### config.mk
export PLATFORM = sky130hd
export DESIGN_NAME = spi_master_tx
export DESIGN_NICKNAME = d
export VERILOG_FILES = /design/src/rtl/spi_master_tx.sv
export SDC_FILE = /design/constraint.sdc
export NUM_CORES = 1
export LEC_CHECK = 0
export BUFFER_PORTS_ARGS = -buffer_cell sky130_fd_sc_hd__buf_2
export CAP_MARGIN = 20
export CORE_ASPECT_RATIO = 1.1
export CORE_MARGIN = 2
export CORE_UTILIZATION = 39
export DETAILED_ROUTE_END_ITERATION = 12
export GPL_ROUTABILITY_DRIVEN = 1
export GPL_TIMING_DRIVEN = 0
export PLACE_DENSITY = 0.63
export SLEW_MARGIN = 20
export SYNTH_ARGS = -nofsm -noshare
export SYNTH_HDL_FRONTEND = slang
export SYNTH_SLANG_ARGS = --single-unit
### constraint.sdc
create_clock -name clk -period 4.41 [get_ports clk]
set_input_delay 0.882 -clock clk [delete_from_list [all_inputs] [get_ports clk]]
set_output_delay 0.882 -clock clk [all_outputs]
set_load 0.005 [all_outputs]
### src/rtl/spi_master_tx.sv
`timescale 1ns/1ps
// TX shift stage of the SPI master: takes 32-bit words over valid/ready, shifts them out
// MSB-first on the clock generator's falling-edge strobe. Define SPI_MASTER_TX_QUAD_EN for quad mode.
module spi_master_tx #(
   parameter int CNT_W = 16
) (
   input  logic             clk,
   input  logic             rstn,
   input  logic             en,
   input  logic             tx_edge,
   input  logic [CNT_W-1:0] counter_in,
   input  logic             counter_upd,
   input  logic [31:0]      data,
   input  logic             data_valid,
`ifdef SPI_MASTER_TX_QUAD_EN
   input  logic             quad,
`endif
   output logic             data_ready,
   output logic             clk_en,
   output logic             tx_done,
   output logic [3:0]       sdo
);

   typedef enum logic [1:0] {IDLE, TRANSMIT, WAIT, DONE} state_t;

   state_t           state;
   logic [31:0]      shift;
   logic [31:0]      shifted;
   logic [CNT_W-1:0] target;
   logic [CNT_W-1:0] bitcnt;
   logic [4:0]       wordcnt;
   logic             quad_r;
   logic [2:0]       step;
   logic [5:0]       word_len;
   logic [CNT_W:0]   bit_next;
   logic [5:0]       word_next;
   logic             last_bit;
   logic             word_end;

`ifdef SPI_MASTER_TX_QUAD_EN
   assign sdo     = quad_r ? shift[31:28] : {3'b000, shift[31]};
   assign shifted = quad_r ? {shift[27:0], 4'b0000} : {shift[30:0], 1'b0};
`else
   assign quad_r  = 1'b0;
   assign sdo     = {3'b000, shift[31]};
   assign shifted = {shift[30:0], 1'b0};
`endif

   assign step      = quad_r ? 3'd4 : 3'd1;
   assign word_len  = quad_r ? 6'd8 : 6'd32;
   // One extra bit so a quad step past a non-multiple-of-4 target cannot wrap.
   assign bit_next  = {1'b0, bitcnt} + (CNT_W+1)'(step);
   assign last_bit  = bit_next >= {1'b0, target};
   assign word_next = {1'b0, wordcnt} + 6'd1;
   assign word_end  = word_next == word_len;

   always_comb begin
      data_ready = 1'b0;
      case (state)
         IDLE:     data_ready = en && data_valid && (target != '0);
         TRANSMIT: data_ready = tx_edge && !last_bit && word_end && data_valid;
         WAIT:     data_ready = data_valid;
         default:  data_ready = 1'b0;
      endcase
   end

   always_ff @(posedge clk or negedge rstn) begin
      if (!rstn) begin
         state   <= IDLE;
         shift   <= '0;
         target  <= '0;
         bitcnt  <= '0;
         wordcnt <= '0;
         clk_en  <= 1'b0;
         tx_done <= 1'b0;
`ifdef SPI_MASTER_TX_QUAD_EN
         quad_r  <= 1'b0;
`endif
      end else begin
         tx_done <= 1'b0;
         case (state)
            IDLE: begin
               clk_en <= 1'b0;
               if (counter_upd) target <= counter_in;
               if (en) begin
                  if (target == '0) begin
                     tx_done <= 1'b1;
                  end else begin
                     bitcnt  <= '0;
                     wordcnt <= '0;
`ifdef SPI_MASTER_TX_QUAD_EN
                     quad_r  <= quad;
`endif
                     if (data_valid) begin
                        shift  <= data;
                        clk_en <= 1'b1;
                        state  <= TRANSMIT;
                     end else begin
                        state  <= WAIT;
                     end
                  end
               end
            end
            TRANSMIT: begin
               if (tx_edge) begin
                  bitcnt  <= bit_next[CNT_W-1:0];
                  wordcnt <= word_next[4:0];
                  // The final edge does not shift, so sdo keeps the last bit through DONE.
                  if (last_bit) begin
                     clk_en  <= 1'b0;
                     tx_done <= 1'b1;
                     state   <= DONE;
                  end else begin
                     shift <= shifted;
                     if (word_end) begin
                        wordcnt <= '0;
                        if (data_valid) begin
                           shift <= data;
                        end else begin
                           clk_en <= 1'b0;
                           state  <= WAIT;
                        end
                     end
                  end
               end
            end
            WAIT: begin
               if (data_valid) begin
                  shift   <= data;
                  wordcnt <= '0;
                  clk_en  <= 1'b1;
                  state   <= TRANSMIT;
               end
            end
            default: begin
               clk_en <= 1'b0;
               state  <= IDLE;
            end
         endcase
      end
   end

endmodule
### Word level (Yosys, flattened, before mapping)

Index checks and enable logic that the tools add are counted.

* output and inout bits: 7
* bits of input ports: 54
* bits in registers: 73
* word-level logic and storage cells: 80

* add/subtract/negate cells: 2
* reductions and logical operators: 17
* $lt $le $gt $ge: 1
* eq/ne operators: 10
* multiplexer cells: 43

Operator list (count)
* two-way mux 32 bit: 7
* one-hot mux 32 bit (3 select lines): 1
* two-way mux 16 bit: 3
* one-hot mux 16 bit (2 select lines): 1
* two-way mux 5 bit: 6
* adder 16 x 1 -> 17 bit (second input constant): 1
* greater-or-equal comparator 17 x 16 -> 1 bit: 1
* zero test 16 bit: 1
* two-way mux 2 bit: 8
* nonzero test 16 bit: 1
* one-hot mux 5 bit (3 select lines): 1
* two-way mux 1 bit: 12
* inequality test 2 bit (second input constant): 5
* AND reduction 5 bit: 2
* AND reduction 4 bit: 2
* adder 5 x 1 -> 6 bit (second input constant): 1
* equality test 6 bit (second input constant): 1
* inequality test 3 bit (second input constant): 2
* one-hot mux 1 bit (3 select lines): 2
* one-hot mux 2 bit (3 select lines): 1
* AND reduction 6 bit: 1
* logical AND 1 bit: 5
* nonzero test 3 bit: 1
* equality test 2 x 1 -> 1 bit (second input constant): 1
* other kinds (6): 6

### Longest topological paths before layout

Gate-level depths: netlist (run 1).

* depth after elaboration: 7
* depth in mapped cells: 16

### Least setup slack after synthesis (run 1)

No wires, ideal clock.

* path kind: register to output
* start: register bitcnt[0]
* end: output data_ready
* required time: 3.528 ns
* cell stages (with the launch flop): 13
* slack: 0.806 ns
* arrival: 2.722 ns
* buffers on the path: 0
* cells stage by stage: dfrtp_1 ha_1 nand4_1 nor2_1 nand2_1 nor2_1 xor2_1 ha_1 nand3_1 nor4_1 o21a_1 nor3_1 a31o_2

* longest elaborated chain between the ends: 7

Ends and longest elaborated chain
* start: declaration: line 30 `logic [CNT_W-1:0] bitcnt;`
* start signal: assignment: line 106 `bitcnt <= bit_next[CNT_W-1:0];`
* adder 16 x 1 -> 17 bit: line 52 `assign bit_next = {1'b0, bitcnt} + (CNT_W+1)'(step);`
* greater-or-equal comparator 17 x 16 -> 1 bit: line 53 `assign last_bit = bit_next >= {1'b0, target};`
* zero test 1 bit: line 61 `TRANSMIT: data_ready = tx_edge && !last_bit && word_end && data_valid;`
* logical AND 1 bit (3 in series): line 61
* one-hot mux 1 bit (3 select lines): line 59 `case (state)`
* end: declaration: line 18 `output logic data_ready,`

No other way between the ends.

### Final worst setup path (run 1)

Same ends and word-level chain as after synthesis.

==> results.yml, run 1 <==
flow_run:
  drv_cap: 0
setup_path:
  startpoint_type: "register"
  cp_max_fo: 6
  cp-end-kind: "primary output"
  critical_path_required_ps: 3530
  critical_path_class: "register to primary output"
  cpPeakStageDelay_ps: 410
  path_cells: "ha_2 > nand4_1 > nor2_4 > nand2_1 > nor2_1 > xor2_1 > ha_1 > nand3_2 > o211ai_1 > nor2_2 > nand2_2 > nor3_4 > a31o_2 > buf_2"
  crit_arrival_ps: 3250
  cpMaxStageDelayCell: "dfrtp_2"
power:
  powerDensity_mw_per_mm2: 609.2
  vdd_drop_max_mv: 0.2923
  leakage_nw: 2.299
  finalPower_mw: 3.077
logic_synthesis:
  yosys.area_share.adder: 0.05428
  ys_seq_area_frac: 0.4403
  synth_top_cell_by_area: "dfrtp_1"
  avgSynthCellArea_um2: 9.408
  yosys_warnings: 0
  yosys-top-cells-area: "dfrtp_1 (44%), a21oi_1 (7.7%), mux2i_1 (7.5%)"
  ys.flop_type: "dfrtp_1"
  synth_top_family_by_area: "compound AO/OA/AOI/OAI gates"
  netlist_area_mm2: 0.004149
  ys_seq_elements: 73
  synth-compound-area-share: 0.2060
  netlist.area_leader.share: 0.4403
  synthArstFlopShare: 1.000
  synth_xor_area_frac: 0.02955
  synth-simple-area-share: 0.1327
  ys_types: 48
  netlist_instances: 441
  synth.area.mux_share: 0.08112
  synth_enable_flop_cells: 0
timing:
  hold_viol: 0
  worstMarginPinSlew_ps: 618.0
  fin_hold_ws_ps: 467.7
  rsz0062_at_grt: "no"
  slew_violations: 0
  post-route-min-period_ps: 4128
  maxSlewHeadroom: 0.5880
  fin_ws_ps: 281.6
  clock.fmax_mhz: 242.2
  finalCritPeriodShare: 0.9361
  setup_viol: 0
  fin_skew_ps: 4.629
  totalNegativeSetupSlack_ps: 0
outcome:
  outcome: "finished clean"
detailed_routing:
  wl_per_cell_um: 14.07
  drtIter0Drc: 152
  route.detailed.drc: 0
  vias_per_cell: 5.112
  drt.antenna.violating_nets: 0
  vias: 3389
  drt-total-wl_mm: 9.331
  firstDrtPassIters: 4
clocking:
  clk_pin_slew_worst_paths_ps: 60
  clock_latency_ps: 330
  ctsHtreeMaxLevel: 3
  cts-root-buf: "clkbuf_16"
  tritoncts: "built"
  clock_path_buffers: 2
  cts.sinks: 73
  cts_buffers: 9
placement:
  hpwl_mm: 6.821
  place_congestion: 0.7976
  placed_area_mm2: 0.004651
  dp_cells: 644
  place_ws_ps: 89.51
  port_buffers: 57
die:
  fp.dieW_um: 102.3
  core.rowCount: 39
  dieHeight_um: 112.2
  coreArea_mm2: 0.01039
  initial_utilization: 0.3992
  boundaryPins: 61
  fp.dieArea_mm2: 0.01148
global_routing:
  antenna_found_initial: 0
  grt_pass1_wl_mm: 15.95
  grt_max_degree: 49
  grt_pass1_vias: 3295
  grt-ovfl-total: 0
  grt_usage: 0.1734
finish:
  syn2layout_area_growth_pct: 21.74
  nFillCells: 1018
  diodes: 0
  drive_above_1_share: 0.2577
  nets: 587
  utilization: 0.4860
  finalInstanceArea_mm2: 0.005051
  instances_no_fill: 663
min_path:
  holdCritPathClass: "input pin to asynchronous set/reset pin"
layout make-up:
class,instances,area (µm²),area share
clock inverter,6,67.56,0.01338
multi-input combinational,323,2167,0.4290
buffer,26,150.1,0.02973
clock buffer,10,239.0,0.04731
timing repair buffer,62,345.3,0.06837
inverter,20,75.07,0.01486
tap,143,178.9,0.03542
sequential,73,1828,0.3619
report_power, final:
part / switching [mW] / internal, mW / leakage (nW)
combinational: 0.718 / 0.516 / 1.28
clock: 0.292 / 0.454 / 0.145
sequential: 0.170 / 0.927 / 0.878
cells in the final DEF (no fill, tap or decap), drive strengths merged, types with 2 or more instances in the layout:
cell type | synthesis | routed
xor2 | 8 | 8
nand4 | 5 | 5
inv | 20 | 20
conb | 1 | 3
nor3 | 7 | 7
nand2 | 42 | 42
clkinvlp | 0 | 2
a21oi | 84 | 84
nand3 | 14 | 14
a31o | 2 | 2
nand3b | 2 | 2
mux2i | 31 | 31
xnor2 | 6 | 6
o31ai | 2 | 2
o21ai | 34 | 34
nor2b | 2 | 2
or2 | 2 | 2
a31oi | 8 | 8
buf | 14 | 76
and4 | 2 | 2
a21o | 2 | 2
clkbuf | 13 | 22
ha | 18 | 18
mux2 | 2 | 2
dfrtp | 73 | 73
o21a | 3 | 3
nor2 | 25 | 25
nor4 | 5 | 5
o22ai | 2 | 2
and2 | 2 | 2
clkinv | 0 | 3
path summary, 6_finish.rpt:
| path | depth (start not counted) | start | slack [ps] | endpoint |
|---|---|---|---|---|
| setup / recovery | 14 | bitcnt[0] | 280 | data_ready |
| min in group clk | 1 | clk_en | 480 | clk_en |
| setup reg to reg | 15 | bitcnt[0] | 980 | shift[6] |
| hold reg to reg | 1 | clk_en | 480 | clk_en |
| hold / removal | 1 | rstn | 470 | target[13] |
| max in group asynchronous | 2 | rstn | 3380 | wordcnt[1] |
what timing repair did:
action                                  in CTS  in global routing
hold buffers                                 0                  0
gates resized for setup                      8                  7
endpoints found under the setup margin       1                  1
pin swaps                                    1                  6
buffers inserted                             2                  2
worst max-delay path: cells and delay by family, from the launching register on:
kind / cells / cell delay (ps)
and+or+nand+nor: 8 / 1380
xor gates and xnor gates: 1 / 200
AOI/OAI and AO/OA: 2 / 300
buffers and inverters: 1 / 100
DFF: 1 / 410
adders and majority gates: 2 / 520
per-layer routing:
metal	GRT usage	vias to the layer above	wire length [µm]
met2	0.2829	71	4551
met1	0.2320	1601	4227
li1	-	1708	-
met3	0.03238	9	449
met4	0.05600	0	102
met5	0	-	0
registers in the layout (all words and copies together) (netlist names):
| signal | flops |
|---|---|
| wordcnt | 5 |
| clk_en | 1 |
| bitcnt | 16 |
| tx_done | 1 |
| shift | 32 |
| target | 16 |
| state | 2 |
logic make-up after synthesis:
kind of cell | Yosys count
buffers and inverters | 47
AOI/OAI and AO/OA | 143
DFF | 73
and+or+nand+nor | 112
muxes | 33
adders and majority gates | 18
xor gates and xnor gates | 14
other | 1
synth_stat cells (all sizes together), types with 2 or more instances:
| cell | instances |
|---|---|
| a21o | 2 |
| dfrtp | 73 |
| o21a | 3 |
| nand2 | 42 |
| nor4 | 5 |
| mux2i | 31 |
| xor2 | 8 |
| xnor2 | 6 |
| mux2 | 2 |
| nand4 | 5 |
| clkbuf | 13 |
| or2 | 2 |
| inv | 20 |
| nor2 | 25 |
| o31ai | 2 |
| and2 | 2 |
| a21oi | 84 |
| nand3 | 14 |
| nand3b | 2 |
| o22ai | 2 |
| a31o | 2 |
| nor3 | 7 |
| nor2b | 2 |
| ha | 18 |
| a31oi | 8 |
| buf | 14 |
| and4 | 2 |
| o21ai | 34 |
No activity file was read; power rests on OpenSTA's default activity.
==> inputs of run 2 (changes only) <==
==> constraint.sdc (replaced) <==
create_clock -name clk -period 4.41 [get_ports clk]
set_input_delay 0.6615 -clock clk [delete_from_list [all_inputs] [get_ports clk]]
set_output_delay 0.6615 -clock clk [all_outputs]
set_load 0.005 [all_outputs]
==> run 2 against run 1 <==
  * Sequential share of layout area rose by 0.24 points
  * Clock power hardly changed
  * First-iteration DRC count decreased by 5.9%
  * Design area fell by 0.72%
  * Fmax grew 0.67%
  * Register-to-register slack lost 80 ps
  * Die area stayed put
  * Non-clock buffer count shrank 3
  * Final cell count shrank 0.45%
  * Clock-buffer cell count is the same
  * Critical path type unchanged
  * Highest routed layer unchanged
==> results.yml, run 2 (synthesized netlist as in run 1, its figures left out) <==
global_routing:
  antenna_found_initial: 0
  grt_pass1_wl_mm: 15.80
  grt-ovfl-total: 0
  grt_pass1_vias: 3292
  grt_usage: 0.1715
  grt_max_degree: 49
finish:
  diodes: 0
  multi_input_area_mm2: 0.002158
  seqCellArea_mm2: 0.001827
  regMostFlops: "shift"
  largest_register_ffs: 32
  nets: 584
  final_common_cell: "dfrtp_1"
  mostFrequentLayoutCells: "dfrtp_1 (73), a21oi_1 (63), buf_2 (62)"
  drive_above_1_share: 0.2476
  syn2layout_area_growth_pct: 20.87
  instances_no_fill: 660
  reg_top3: "shift x32, bitcnt x16, target x16"
  nFillCells: 1019
power:
  vdd_drop_max_mv: 0.2922
  leakage_nw: 2.285
  powerDensity_mw_per_mm2: 613.6
clocking:
  ctsHtreeMaxLevel: 3
  cts-root-buf: "clkbuf_16"
  tritoncts: "built"
  postCtsSetupBuffers: 0
  clock_path_buffers: 2
  clk_pin_slew_worst_paths_ps: 60
  cts_buffers: 9
  clock_latency_ps: 330
  cts.sinks: 73
detailed_routing:
  wl_met2_mm: 4.533
  wl_met1_mm: 4.257
  topRoutingLayerUsed: "met4"
  vias_per_cell: 5.194
  firstDrtPassIters: 5
  wl_per_cell_um: 14.10
  drt.antenna.violating_nets: 0
  wl_met3_um: 406
  route.detailed.drc: 0
  drt-total-wl_mm: 9.303
  drtIter0Drc: 143
  vias: 3428
die:
  fp.dieW_um: 102.3
  fp.dieArea_mm2: 0.01148
  dieHeight_um: 112.2
  core.rowCount: 39
  boundaryPins: 61
  initial_utilization: 0.3992
  coreArea_mm2: 0.01039
placement:
  hpwl_mm: 6.821
  place_congestion: 0.7976
  port_buffers: 57
  dp_cells: 644
outcome:
  outcome: "finished clean"
flow_run:
  drv_cap: 0
timing:
  worstMarginPinSlew_ps: 662.7
  maxSlewHeadroom: 0.5582
  fin_hold_ws_ps: 250.7
  setup_viol: 0
  fin_skew_ps: 6.107
  slew_violations: 0
  hold_viol: 0
  totalNegativeSetupSlack_ps: 0
  post-route-min-period_ps: 4101
  finalCritPeriodShare: 0.9299
  rsz0062_at_grt: "no"
  clock.fmax_mhz: 243.8
setup_path:
  critical_path_required_ps: 3750
  startpoint_type: "register"
  ff2ff_setup_slack_ps: 900
  cp_max_fo: 7
  reg2reg_depth: 15
  r2r-end: "shift[0]"
  rr_startpoint: "bitcnt[2]"
  cp-end-kind: "primary output"
  critical_path_class: "register to primary output"
  crit_arrival_ps: 3440
min_path:
  holdCritPathClass: "input pin to asynchronous set/reset pin"
run 2: changes by cell type in the layout (fill, tap and decap cells not counted):
| cell | delta |
|---|---|
| o21a_1 | -1 |
| o21a_2 | +1 |
| and3_1 | +1 |
| nor3_1 | +1 |
| dfrtp_1 | +1 |
| nor3_2 | -1 |
| dfrtp_2 | -1 |
| clkbuf_1 | +1 |
| buf_4 | -4 |
| and3_4 | -1 |
run 2: critical path, stage by stage, from the launching register on:
cell and delay, ps:
dfrtp_1 310, buf_2 160, nand4_1 120, or2_1 230, clkbuf_1 180, nor3_4 280, and3_1 250, xor2_1 90
ha_1 320, nand3_2 140, nor4_4 350, o21a_2 250, nor3_4 70, a31o_2 230, buf_2 120
run 2: what timing repair did:
| item | CTS | global route |
|---|---|---|
| pin swaps | 0 | 2 |
| gates resized for setup | 1 | 12 |
| setup endpoints to repair | 1 | 1 |
| hold buffers | 0 | 0 |
| cloned | 0 | 0 |
run 2: per-layer routing:
metal / vias up / track usage
met1: 1635 / 0.2297
li1: 1708 / -
met5: - / 0
met3: 10 / 0.03238
met2: 75 / 0.2776
met4: 0 / 0.05867
run 2: final cells by class:
| type | count | share of cell area |
|---|---|---|
| multi-input combinational | 323 | 0.4304 |
| sequential | 73 | 0.3643 |
| timing repair buffer | 58 | 0.06287 |
| clock buffer | 10 | 0.04765 |
| tap | 143 | 0.03568 |
| buffer | 27 | 0.03069 |
| inverter | 20 | 0.01497 |
| clock inverter | 6 | 0.01347 |
run 2: power by group:
part	internal (mW)	switching, mW
Combinational	0.516	0.722
Clock	0.454	0.290
Sequential	0.926	0.170
run 2: worst max path at each step:
stage                         start    endpoint  slack (ps)
final                     bitcnt[2]  data_ready         310
after global routing      bitcnt[2]  data_ready          80
after CTS                 bitcnt[0]  data_ready          40
after detailed placement  bitcnt[0]  data_ready         310
after global placement    bitcnt[0]  data_ready         350
after floorplan           bitcnt[0]  data_ready        1030
run 2: per-stage QoR:
step           instance area, µm²  total power [mW]  utilization  setup slack, ps
6_report                     5015             3.077       0.4825            309.1
5_1_grt                      5015             3.324       0.4825            80.62
4_1_cts                      4960             3.088       0.4772            36.67
3_5_place_dp                 4651             2.337       0.4475            310.0
3_3_place_gp                 4621             2.293       0.4446            345.3
2_1_floorplan                4156             2.024            -             1026
==> inputs of run 3 (changes only) <==
--- a/config.mk
+++ b/config.mk
@@ -8,4 +8,6 @@
 export BUFFER_PORTS_ARGS = -buffer_cell sky130_fd_sc_hd__buf_2
 export CAP_MARGIN = 20
+export CELL_PAD_IN_SITES_DETAIL_PLACEMENT = 0
+export CELL_PAD_IN_SITES_GLOBAL_PLACEMENT = 1
 export CORE_ASPECT_RATIO = 1.1
 export CORE_MARGIN = 2
@@ -14,5 +16,6 @@
 export GPL_ROUTABILITY_DRIVEN = 1
 export GPL_TIMING_DRIVEN = 0
-export PLACE_DENSITY = 0.63
+export HOLD_SLACK_MARGIN = 0.02
+export PLACE_DENSITY = 0.77
 export SLEW_MARGIN = 20
 export SYNTH_ARGS = -nofsm -noshare
==> constraint.sdc (replaced) <==
create_clock -name clk -period 4.41 [get_ports clk]
set_input_delay 0.6615 -clock clk [delete_from_list [all_inputs] [get_ports clk]]
set_output_delay 0.6615 -clock clk [all_outputs]
set_load 0.1 [all_outputs]
==> run 3 against run 2 <==
  * Total power increased by 2.6%
  * Wire length up 4.1%
  * Combinational power rose by 7%
  * Die area unchanged
  * Register-to-register slack improved by 40 ps
  * Flip-flop and latch count is the same
  * Clock-buffer cell count did not move
  * Design area down 0.32%
  * Worst hold slack gained 26 ps
  * Non-clock buffer count unchanged
==> results.yml, run 3 (synthesized netlist as in run 1, its figures left out) <==
power:
  power.share.combinational: 0.420
  pwr-share-seq: 0.349
  powerDensity_mw_per_mm2: 631.7
  finalPower_mw: 3.158
  clkPwrFrac: 0.231
  swShare: 0.4006
  p_switching_mw: 1.265
  vdd_drop_max_mv: 0.3698
  intPower_mw: 1.893
  leakage_nw: 2.282
finish:
  regMostFlops: "shift"
  mostFrequentLayoutCells: "dfrtp_1 (72), a21oi_1 (63), buf_2 (61)"
  reg_top3: "shift x32, bitcnt x16, target x16"
  utilization: 0.4809
  final_common_cell: "dfrtp_1"
  syn2layout_area_growth_pct: 20.48
  instances_no_fill: 660
  multi_input_area_mm2: 0.002145
  diodes: 0
  largest_register_ffs: 32
  finalInstanceArea_mm2: 0.004999
  nets: 584
  drive_above_1_share: 0.2476
  seqCellArea_mm2: 0.001828
  nFillCells: 1027
timing:
  setup_viol: 0
  slew_violations: 0
  clock.fmax_mhz: 240.8
  finalCritPeriodShare: 0.9415
  rsz0062_at_grt: "no"
  worstMarginPinSlew_ps: 633.0
  post-route-min-period_ps: 4152
  maxSlewHeadroom: 0.5780
  hold_viol: 0
  fin_skew_ps: 6.972
placement:
  hpwl_mm: 7.057
  placed_area_mm2: 0.004651
  port_buffers: 57
  dp_cells: 644
  place_congestion: 0.8018
setup_path:
  crit_arrival_ps: 3490
  critical_path_class: "register to primary output"
  critical_path_required_ps: 3750
  cp_max_fo: 5
  startpoint_type: "register"
  cp-end-kind: "primary output"
global_routing:
  antenna_found_initial: 0
  grt_usage: 0.1808
  grt_pass1_wl_mm: 16.42
  grt_max_degree: 43
  grt_pass1_vias: 3377
  grt-ovfl-total: 0
clocking:
  holdBufCountCts: 0
  clock_path_buffers: 2
  clk_pin_slew_worst_paths_ps: 60
  cts.sinks: 73
  clock_latency_ps: 330
  cts-root-buf: "clkbuf_16"
  tritoncts: "built"
  ctsHtreeMaxLevel: 3
  cts_buffers: 9
detailed_routing:
  wl_met1_mm: 4.587
  drtIter0Drc: 184
  topRoutingLayerUsed: "met4"
  route.detailed.drc: 0
  vias: 3397
  vias_per_cell: 5.147
  drt.antenna.violating_nets: 0
  wl_per_cell_um: 14.68
  wl_met2_mm: 4.672
  firstDrtPassIters: 4
  drt-total-wl_mm: 9.688
  wl_met3_um: 382
die:
  core.rowCount: 39
  dieHeight_um: 112.2
  coreArea_mm2: 0.01039
  fp.dieW_um: 102.3
  boundaryPins: 61
  fp.dieArea_mm2: 0.01148
  initial_utilization: 0.3992
min_path:
  holdCritPathClass: "input pin to asynchronous set/reset pin"
flow_run:
  drv_cap: 0
outcome:
  outcome: "finished clean"
==> run 3: routing by layer <==
layer	track usage	vias to the layer above
li1	-	1702
met1	0.2483	1623
met2	0.2833	70
met3	0.03923	2
met4	0.06044	0
met5	0	-
==> run 3: stage by stage <==
step           hold slack, ps  setup TNS, ps  setup WS (ps)
3_3_place_gp            466.5              0          60.27
2_1_floorplan           365.9              0          686.4
5_1_grt                 300.1              0          11.82
4_1_cts                 286.8              0          5.243
6_report                276.8              0          257.9
3_5_place_dp            474.8         -5.628         -5.628
==> run 3: cell type report <==
class / instances / area share
plain buffers: 27 / 0.03079
clock buffers: 10 / 0.04781
clock inverters: 6 / 0.01151
inverters: 20 / 0.01502
multi-input cells: 323 / 0.4290
flip-flops and latches: 73 / 0.3657
well taps: 143 / 0.03579
repair buffers: 58 / 0.06433
==> run 3: what timing repair did <==
action,in CTS,in global routing
buffers inserted,0,0
cloned,0,0
gates resized for setup,5,9
endpoints found under the hold margin,0,0
setup endpoints to repair,1,1
pin swaps,0,3
==> run 3: power groups by stage <==
stage	sequential (mW)	combinational, mW	clock (mW)
after global routing	1.13	1.50	0.775
after floorplan	1.09	1.02	0
after detailed placement	1.11	1.33	0
after global placement	1.10	1.28	0
after CTS	1.10	1.33	0.749
final	1.10	1.33	0.730
==> run 3: worst paths after layout <==
path                            from          to  slack, ps  cells past startpoint
min                             rstn  target[13]        280                      1
min reg2reg                   clk_en      clk_en        480                      1
max reg2reg                bitcnt[3]    shift[0]        940                     14
min in group clk              clk_en      clk_en        480                      1
max                        bitcnt[3]  data_ready        260                     13
max in group asynchronous       rstn   bitcnt[0]       3550                      2
==> run 3: worst max-delay path, stage by stage (launching register included) <==
cell	delay [ps]
dfrtp_1	450
nand4_1	140
or2_1	220
clkbuf_1	180
nor3_4	200
and3_1	240
xor2_1	90
ha_1	310
nand3_1	170
nor4_2	390
o21a_2	260
nor3_4	70
a31o_2	250
buf_6	180
